File: config.mk
export PLATFORM = sky130hd
export DESIGN_NAME = bcd_to_binary_seq
export DESIGN_NICKNAME = d
export VERILOG_FILES = /design/src/rtl/bcd_to_binary_seq_pkg.sv /design/src/rtl/bcd_to_binary_seq_resta3.sv /design/src/rtl/bcd_to_binary_seq.sv
export SDC_FILE = /design/constraint.sdc
export NUM_CORES = 1
export LEC_CHECK = 0
export ABC_AREA = 1
export CAP_MARGIN = 30
export CORE_MARGIN = 2
export CORE_UTILIZATION = 47
export CTS_CLUSTER_SIZE = 40
export DETAILED_ROUTE_END_ITERATION = 8
export GPL_TIMING_DRIVEN = 1
export HOLD_SLACK_MARGIN = 0.08
export PLACE_DENSITY_LB_ADDON = 0.2
export SETUP_SLACK_MARGIN = 0.5
export SYNTH_ARGS = -nofsm -noshare
export SYNTH_HDL_FRONTEND = slang
export SYNTH_SLANG_ARGS = --single-unit
File: constraint.sdc
create_clock -name clk -period 1.1 [get_ports clk]
set_input_delay 0.22 -clock clk [delete_from_list [all_inputs] [get_ports clk]]
set_output_delay 0.22 -clock clk [all_outputs]
set_load 0.01 [all_outputs]
File: src/rtl/bcd_to_binary_seq_pkg.sv
`default_nettype none
// ============================================================================
//  Module      : bcd_to_binary_seq_pkg
//  Description : Shared constants, FSM state type and helper function for
//                the sequential BCD-to-binary converter.
//  Revision    : 1.0 - initial release
// ============================================================================
package bcd_to_binary_seq_pkg;

  localparam int          BCD_DIGIT_W     = 4;
  localparam logic [3:0]  BCD_CORR_THRESH = 4'd8;
  localparam logic [3:0]  BCD_CORR_VAL    = 4'd3;
  localparam logic [3:0]  BCD_MAX_DIGIT   = 4'd9;

  typedef enum logic [1:0] {
    IDLE  = 2'd0,
    SHIFT = 2'd1,
    DONE  = 2'd2
  } state_t;

  // Ceiling log2, usable in constant expressions (clog2(1) = 0).
  function automatic int clog2(input int value);
    int r;
    int v;
    r = 0;
    v = 1;
    while (v < value) begin
      v = v * 2;
      r = r + 1;
    end
    return r;
  endfunction

endpackage
`default_nettype wire

File: src/rtl/bcd_to_binary_seq_resta3.sv
`default_nettype none
// ============================================================================
//  Module      : bcd_resta3
//  Description : Combinational BCD digit corrector for reverse double-dabble:
//                a digit at or above 8 after a right shift is reduced by 3.
//  Revision    : 1.0 - initial release
// ============================================================================
module bcd_resta3
  import bcd_to_binary_seq_pkg::*;
(
  input  logic [BCD_DIGIT_W-1:0] digit_i,
  output logic [BCD_DIGIT_W-1:0] digit_o
);

  // Digit >= 8 never underflows when 3 is subtracted.
  assign digit_o = (digit_i >= BCD_CORR_THRESH) ? (digit_i - BCD_CORR_VAL) : digit_i;

endmodule
`default_nettype wire

File: src/rtl/bcd_to_binary_seq.sv
`default_nettype none
// ============================================================================
//  Module      : bcd_to_binary_seq
//  Description : Sequential BCD-to-binary converter (reverse double-dabble).
//                One right shift plus per-digit correction per clock, BIN_W
//                shifts per conversion, valid/ready input and one-cycle
//                out_valid pulse. Invalid digits force a zero result with
//                bcd_err set, after the full latency.
//  Revision    : 1.0 - initial release
// ============================================================================
module bcd_to_binary_seq
  import bcd_to_binary_seq_pkg::*;
#(
  parameter int N_DIGITS = 2,
  parameter int BIN_W    = 7
) (
  input  logic                         clk,
  input  logic                         reset_n,
  input  logic                         in_valid,
  output logic                         in_ready,
  input  logic [BCD_DIGIT_W*N_DIGITS-1:0] bcd_in,
  output logic                         out_valid,
  output logic [BIN_W-1:0]             bin_out,
  output logic                         bcd_err
);

  localparam int BCD_W = BCD_DIGIT_W * N_DIGITS;
  localparam int SR_W  = BCD_W + BIN_W;
  // At least one bit so BIN_W = 1 still has a legal counter.
  localparam int CNT_W = (clog2(BIN_W) < 1) ? 1 : clog2(BIN_W);
  localparam logic [CNT_W-1:0] CNT_LAST = CNT_W'(BIN_W - 1);

  if (BIN_W < clog2(10 ** N_DIGITS)) begin : g_bad_bin_w
    $error("bcd_to_binary_seq: BIN_W too small for N_DIGITS");
  end

  state_t            state_q, state_d;
  logic [SR_W-1:0]   sreg_q, sreg_d;
  logic [SR_W-1:0]   shifted;
  logic [SR_W-1:0]   corrected;
  logic [CNT_W-1:0]  cnt_q, cnt_d;
  logic              err_q, err_d;
  logic [BIN_W-1:0]  bin_q, bin_d;
  logic              bcd_err_q, bcd_err_d;
  logic              err_in;

  // Shift first, then correct every BCD field in parallel (no digit ripple).
  assign shifted = sreg_q >> 1;
  assign corrected[BIN_W-1:0] = shifted[BIN_W-1:0];

  for (genvar gi = 0; gi < N_DIGITS; gi++) begin : g_digit
    bcd_resta3 u_resta3 (
      .digit_i (shifted  [BIN_W + gi*BCD_DIGIT_W +: BCD_DIGIT_W]),
      .digit_o (corrected[BIN_W + gi*BCD_DIGIT_W +: BCD_DIGIT_W])
    );
  end

  // Flag any input digit above 9.
  always_comb begin
    err_in = 1'b0;
    for (int i = 0; i < N_DIGITS; i++) begin
      if (bcd_in[i*BCD_DIGIT_W +: BCD_DIGIT_W] > BCD_MAX_DIGIT) begin
        err_in = 1'b1;
      end
    end
  end

  // State register.
  always_ff @(posedge clk or negedge reset_n) begin
    if (!reset_n) begin
      state_q <= IDLE;
    end else begin
      state_q <= state_d;
    end
  end

  // Next-state logic: exact compare on the last count keeps the exit precise.
  always_comb begin
    state_d = state_q;
    case (state_q)
      IDLE:    if (in_valid) state_d = SHIFT;
      SHIFT:   if (cnt_q == CNT_LAST) state_d = DONE;
      DONE:    state_d = IDLE;
      default: state_d = IDLE;
    endcase
  end

  // Output decode from the registered state.
  always_comb begin
    in_ready  = 1'b0;
    out_valid = 1'b0;
    case (state_q)
      IDLE:    in_ready  = 1'b1;
      DONE:    out_valid = 1'b1;
      default: ;
    endcase
  end

  // Datapath next values: load on accept, shift/correct, capture on last shift.
  always_comb begin
    sreg_d    = sreg_q;
    cnt_d     = cnt_q;
    err_d     = err_q;
    bin_d     = bin_q;
    bcd_err_d = bcd_err_q;
    case (state_q)
      IDLE: begin
        if (in_valid) begin
          sreg_d = {bcd_in, {BIN_W{1'b0}}};
          err_d  = err_in;
          cnt_d  = '0;
        end
      end
      SHIFT: begin
        sreg_d = corrected;
        if (cnt_q == CNT_LAST) begin
          cnt_d     = '0;
          bin_d     = err_q ? '0 : corrected[BIN_W-1:0];
          bcd_err_d = err_q;
        end else begin
          cnt_d = cnt_q + CNT_W'(1);
        end
      end
      default: ;
    endcase
  end

  // Datapath registers.
  always_ff @(posedge clk or negedge reset_n) begin
    if (!reset_n) begin
      sreg_q    <= '0;
      cnt_q     <= '0;
      err_q     <= 1'b0;
      bin_q     <= '0;
      bcd_err_q <= 1'b0;
    end else begin
      sreg_q    <= sreg_d;
      cnt_q     <= cnt_d;
      err_q     <= err_d;
      bin_q     <= bin_d;
      bcd_err_q <= bcd_err_d;
    end
  end

  assign bin_out = bin_q;
  assign bcd_err = bcd_err_q;

endmodule
`default_nettype wire
# Yosys cells after proc, flatten, opt, wreduce, memory -nomap -nowiden
# Cells that the tools add are included.
[totals]
output_inout_bits = 10
latch_bits = 0
inputBits = 11
rom_bits = 0
mem_count = 0
ramBits = 0
word_cells = 39
reg_bits = 29
[op_classes]
multipliers = 0
eq_ne = 5
muxes = 15
n_shift = 0
div = 0
order_cmp = 4
n_bitwise = 0
add_sub_neg = 3
reduce_logical = 6
[op_table]
columns = ["operator", "count"]
rows = [
  ["$pmux 15 s2", 1],
  ["$mux 15", 1],
  ["$gt 4x4->1 const B", 2],
  ["$mux 4", 2],
  ["$reduce_and 2->1", 4],
  ["$mux 7", 1],
  ["$mux 3", 2],
  ["$pmux 3 s2", 1],
  ["$ge 3x4->1 const B", 1],
  ["$ge 4x4->1 const B", 1],
  ["$mux 1", 4],
  ["$mux 2", 2],
  ["$ne 2x2->1 const B", 2],
  ["$pmux 2 s2", 1],
  ["$sub 3x2->4 const B", 1],
  ["$sub 4x2->4 const B", 1],
  ["$add 3x1->3 const B", 1],
  ["$eq 3x3->1 const B", 1],
  ["$eq 2x1->1 const B", 1],
  ["$eq 2x2->1 const B", 1],
  ["$logic_not 2->1", 1],
  ["$reduce_bool 2->1", 1],
]

# Logic depth before layout (Yosys ltp)
# Gate-level depths: netlist of run 1.
[logic_depth]
ltp_word = 3
mapped_depth = 8
mapped_depth_nobuf = 8

# By module
# Synthesis of run 1 repeated with hierarchy kept, for this count alone.
[hier_totals]
cells_unflattened = 177
hier_area_um2 = 1416.4
[by_module_without_submodules]
columns = ["module", "instances", "cells_each", "seq_area_each_um2", "area_each_um2"]
rows = [
  ["bcd_to_binary_seq", 1, 145, 700.7, 1238.7],
  ["bcd_resta3", 2, 16, 0.0, 88.8],
]

# Least setup slack after synthesis of run 1
# OpenSTA, ideal clock, no wires.
[synth_timing]
kind = "flip-flop to flip-flop"
from = "reg state_q[0]"
to = "reg sreg_q[10]"
setup_time_ns = 0.120
slack_ns = -0.009
required_ns = 0.980
t_arrival_ns = 0.989
stages_incl_launch_ff = 5
cell_sequence = "dfrtp_1 > nor2_1 > nand2_2 > o21ai_0 > nor2_1"
[synth_via]
elab_chain_cells = 3
elab_cells_between_ends = 6
[synth_lines]
columns = ["item", "line_no", "rtl"]
rows = [
  ["start, declared", "bcd_to_binary_seq.sv:37", "state_t state_q, state_d;"],
  ["start signal, assigned", "bcd_to_binary_seq.sv:73", "state_q <= state_d;"],
  ["$eq 2x1->1 / $logic_not 2->1 (equally long branches)", "bcd_to_binary_seq.sv:106", "case (state_q)"],
  ["$reduce_bool 2->1 (no source line) / $ne 2x2->1 (equally long branches)", "--", ""],
  ["$reduce_and 2->1 (no source line)", "--", ""],
  ["end signal, assigned", "bcd_to_binary_seq.sv:137", "sreg_q <= sreg_d;"],
  ["end, declared", "bcd_to_binary_seq.sv:38", "logic [SR_W-1:0] sreg_q, sreg_d;"],
]
# Parallel ways exist; a longest one is shown, timed or not.
# A chain may end at the register's enable or synchronous reset.

# Worst setup path in the final report of run 1
[layout_timing]
from = "reg state_q[0]"
to = "out in_ready"
[layout_via]
elab_chain_cells = 2
[layout_lines]
columns = ["item", "line_no", "rtl"]
rows = [
  ["$logic_not 2->1", "bcd_to_binary_seq.sv:92", "case (state_q)"],
  ["$mux 1", "bcd_to_binary_seq.sv:92", ""],
  ["end, declared", "bcd_to_binary_seq.sv:20", "output logic in_ready,"],
]
# No other way between the ends.

==> results_dict.tcl, run 1 <==
set metrics [dict create \
    io_pins 21 \
    drc 0 \
    critPathKind "flip-flop to output port" \
    pre_cts_slack_ps -268 \
    antennaDiodeCount 0 \
    rr_worst_depth 7 \
    clock_skew_ps 12.5 \
    synth_cell_types 23 \
    worst_setup_path_end_kind "output port" \
    layout_setup_ws_ps -210 \
    cts_root_buf "clkbuf_4" \
    p_per_area_nw_per_um2 2690 \
    post-route-min-period_ps 1310 \
    cts_buffers 3 \
    hold_ws_ps 228 \
    crit_path_max_fanout 2 \
    max_freq_mhz 763 \
    hp-class "primary input to async pin" \
    place.gp.congestion 0.838 \
    htree_levels 1 \
    slew_viol_final 0 \
    cts_tree "done" \
    syn_nets 171 \
    placement.io_buffers 20 \
    syn_area_per_cell_um2 8.34 \
    power_leakage_nw 0.972 \
    ys_warn_count 0 \
    cap_violations 0 \
    cts_sinks 28 \
    fin_cells 239 \
    failed_checks "setup timing" \
    rows 19 \
    num-nets-final 222 \
    drt_iter0_drc 48 \
    start_kind "flip-flop" \
    grt_overflow 0 \
    finalCritPeriodShare_pct 119 \
    layout-drive-gt1-share_pct 31.3 \
    path_clk_slew_ps 160 \
    grt.total_usage_pct 20.3 \
    syn_inst 158 \
    crit_required_ps 880 \
    relSlewSlack_pct 78.7 \
    utilization_pct 69.6 \
    num_vias 1210 \
    start_util_pct 48.6 \
    critical_path_arrival_ps 1090 \
    die_h_um 56.9 \
    first_pass_iters 4 \
    placed_cells 219 \
    antenna_found_initial 0 \
    final_cell_area_um2 1890 \
    finalSetupViolations 30 \
    grt_pass1_vias 1146 \
    max-vdd-ir-drop_mv 1.69 \
    syn2layout_area_growth_pct 43.1 \
    rsz0062_at_grt "yes" \
    r2r_setup_slack_ps -210 \
    netlist_area_um2 1320 \
    worstSkewPairLatency_ps 330 \
    antenna_left 0 \
    die_w_um 56.9 \
    yosysSeqAreaShare_pct 53.2 \
    grt_pass1_wl_um 5160 \
    post_drt_wl_per_cell_um 13.1 \
    dpl_cell_area_um2 1670 \
    wl_um 3120 \
    worstMarginPinSlew_ps 318 \
    grt_max_degree 29 \
    core-area_um2 2710 \
    die_area_um2 3240 \
    clock_path_buffers 2 \
    hold_viol_final 0 \
    dp_hpwl_um 2130 \
    status "finished, violations left" \
    vias_per_cell 5.06 \
    synth_seq_cells 28 \
    ctsHoldBuffers 0 \
]
==> critical path, stage by stage (launching register included) <==
cell and delay, ps:
dfrtp_2 430, buf_6 120, nor2_4 110, buf_6 110
==> Yosys cell counts <==
cell type | n | share of area, %
ha_1 | 2 | 1.9
nand2_1 | 61 | 17
a21oi_1 | 1 | 0.38
nand2_2 | 2 | 0.95
nor2_2 | 1 | 0.48
nor2_8 | 1 | 1.5
o21ai_2 | 1 | 0.66
nand3_1 | 13 | 4.9
xnor2_1 | 1 | 0.66
buf_2 | 2 | 0.76
dfrtp_1 | 28 | 53
o21ai_0 | 1 | 0.38
nand2_4 | 1 | 0.85
nor2_4 | 1 | 0.85
o21a_1 | 1 | 0.57
inv_1 | 15 | 4.3
nand3_2 | 1 | 0.76
o21ai_1 | 9 | 3.4
inv_2 | 4 | 1.1
buf_6 | 1 | 0.85
o22ai_1 | 4 | 1.9
or2_2 | 1 | 0.48
nor2_1 | 6 | 1.7
==> logic make-up after synthesis <==
group | count (synthesis) | share of synthesized area [%]
simple gates | 88 | 29.9
compound gates | 17 | 7.31
flops | 28 | 53.2
buf+inv | 22 | 7.03
xor+xnor | 1 | 0.665
fa+ha+maj | 2 | 1.90
==> layout make-up <==
cell class / count / area [µm²]
Sequential cell: 28 / 703
Inverter: 19 / 83.8
Clock inverter: 1 / 30.0
Multi-Input combinational cell: 110 / 611
Timing Repair Buffer: 47 / 397
Fill cell: 216 / 825
Tap cell: 31 / 38.8
Clock buffer: 3 / 22.5
==> through the flow <==
step,total power [W],TNS (ps)
6_report,0.00508,-4060
5_1_grt,0.00547,-6200
4_1_cts,0.00493,-4580
3_5_place_dp,0.00396,-4670
3_3_place_gp,0.00385,-3810
2_1_floorplan,0.00309,0
==> metal layers <==
| layer | track usage [%] | wire length [µm] | up-vias |
|---|---|---|---|
| li1 | - | - | 596 |
| met1 | 26.3 | 1260 | 580 |
| met2 | 37.4 | 1720 | 32 |
| met3 | 2.49 | 139 | 2 |
| met4 | 2.99 | 8 | 0 |
| met5 | 0 | 0 | - |
==> cell usage in the layout, fill, tap and decap left out, types with 3 or more instances in the layout <==
| cell | count |
|---|---|
| nor2_4 | 5 |
| o21ai_1 | 9 |
| nand2_1 | 60 |
| clkbuf_4 | 3 |
| inv_1 | 14 |
| buf_2 | 8 |
| inv_4 | 3 |
| buf_4 | 21 |
| buf_6 | 7 |
| clkdlybuf4s50_1 | 10 |
| nor2_1 | 4 |
| nand3_1 | 13 |
| dfrtp_1 | 26 |
==> power breakdown <==
group | internal, W | leakage (nW) | total (W) | switching [W]
logic | 0.00126 | 0.587 | 0.00268 | 0.00142
registers | 0.00145 | 0.357 | 0.00173 | 0.000277
clock network | 0.000368 | 0.0279 | 0.000668 | 0.000300
total | 0.00308 | 0.972 | 0.00508 | 0.00200
==> registers in the layout, indices dropped and copies added (netlist names) <==
| name | count |
|---|---|
| sreg_q | 14 |
| bin_out | 7 |
| cnt_q | 3 |
| state_q | 2 |
| bcd_err | 1 |
| err_q | 1 |
==> final timing paths <==
path,to,startpoint
min,cnt_q[2],reset_n
min in group clk,sreg_q[14],bcd_in[7]
min reg2reg,bin_out[2],bin_out[2]
max,in_ready,state_q[0]
max in group asynchronous,state_q[1],reset_n
max reg2reg,sreg_q[9],state_q[0]
==> what timing repair did <==
action | CTS | global route
gates cloned | 3 | 0
buffers inserted | 8 | 5
gates resized for setup | 57 | 5
pin swaps | 3 | 3
endpoints found under the setup margin | 38 | 38
Note: power is estimated with default switching activity, not from simulation.
==> run 2: changes to the inputs <==
- GPL_ROUTABILITY_DRIVEN: default -> 0
==> results of run 2 <==
No change in the layout: final DEF, timing and power equal those of run 1.
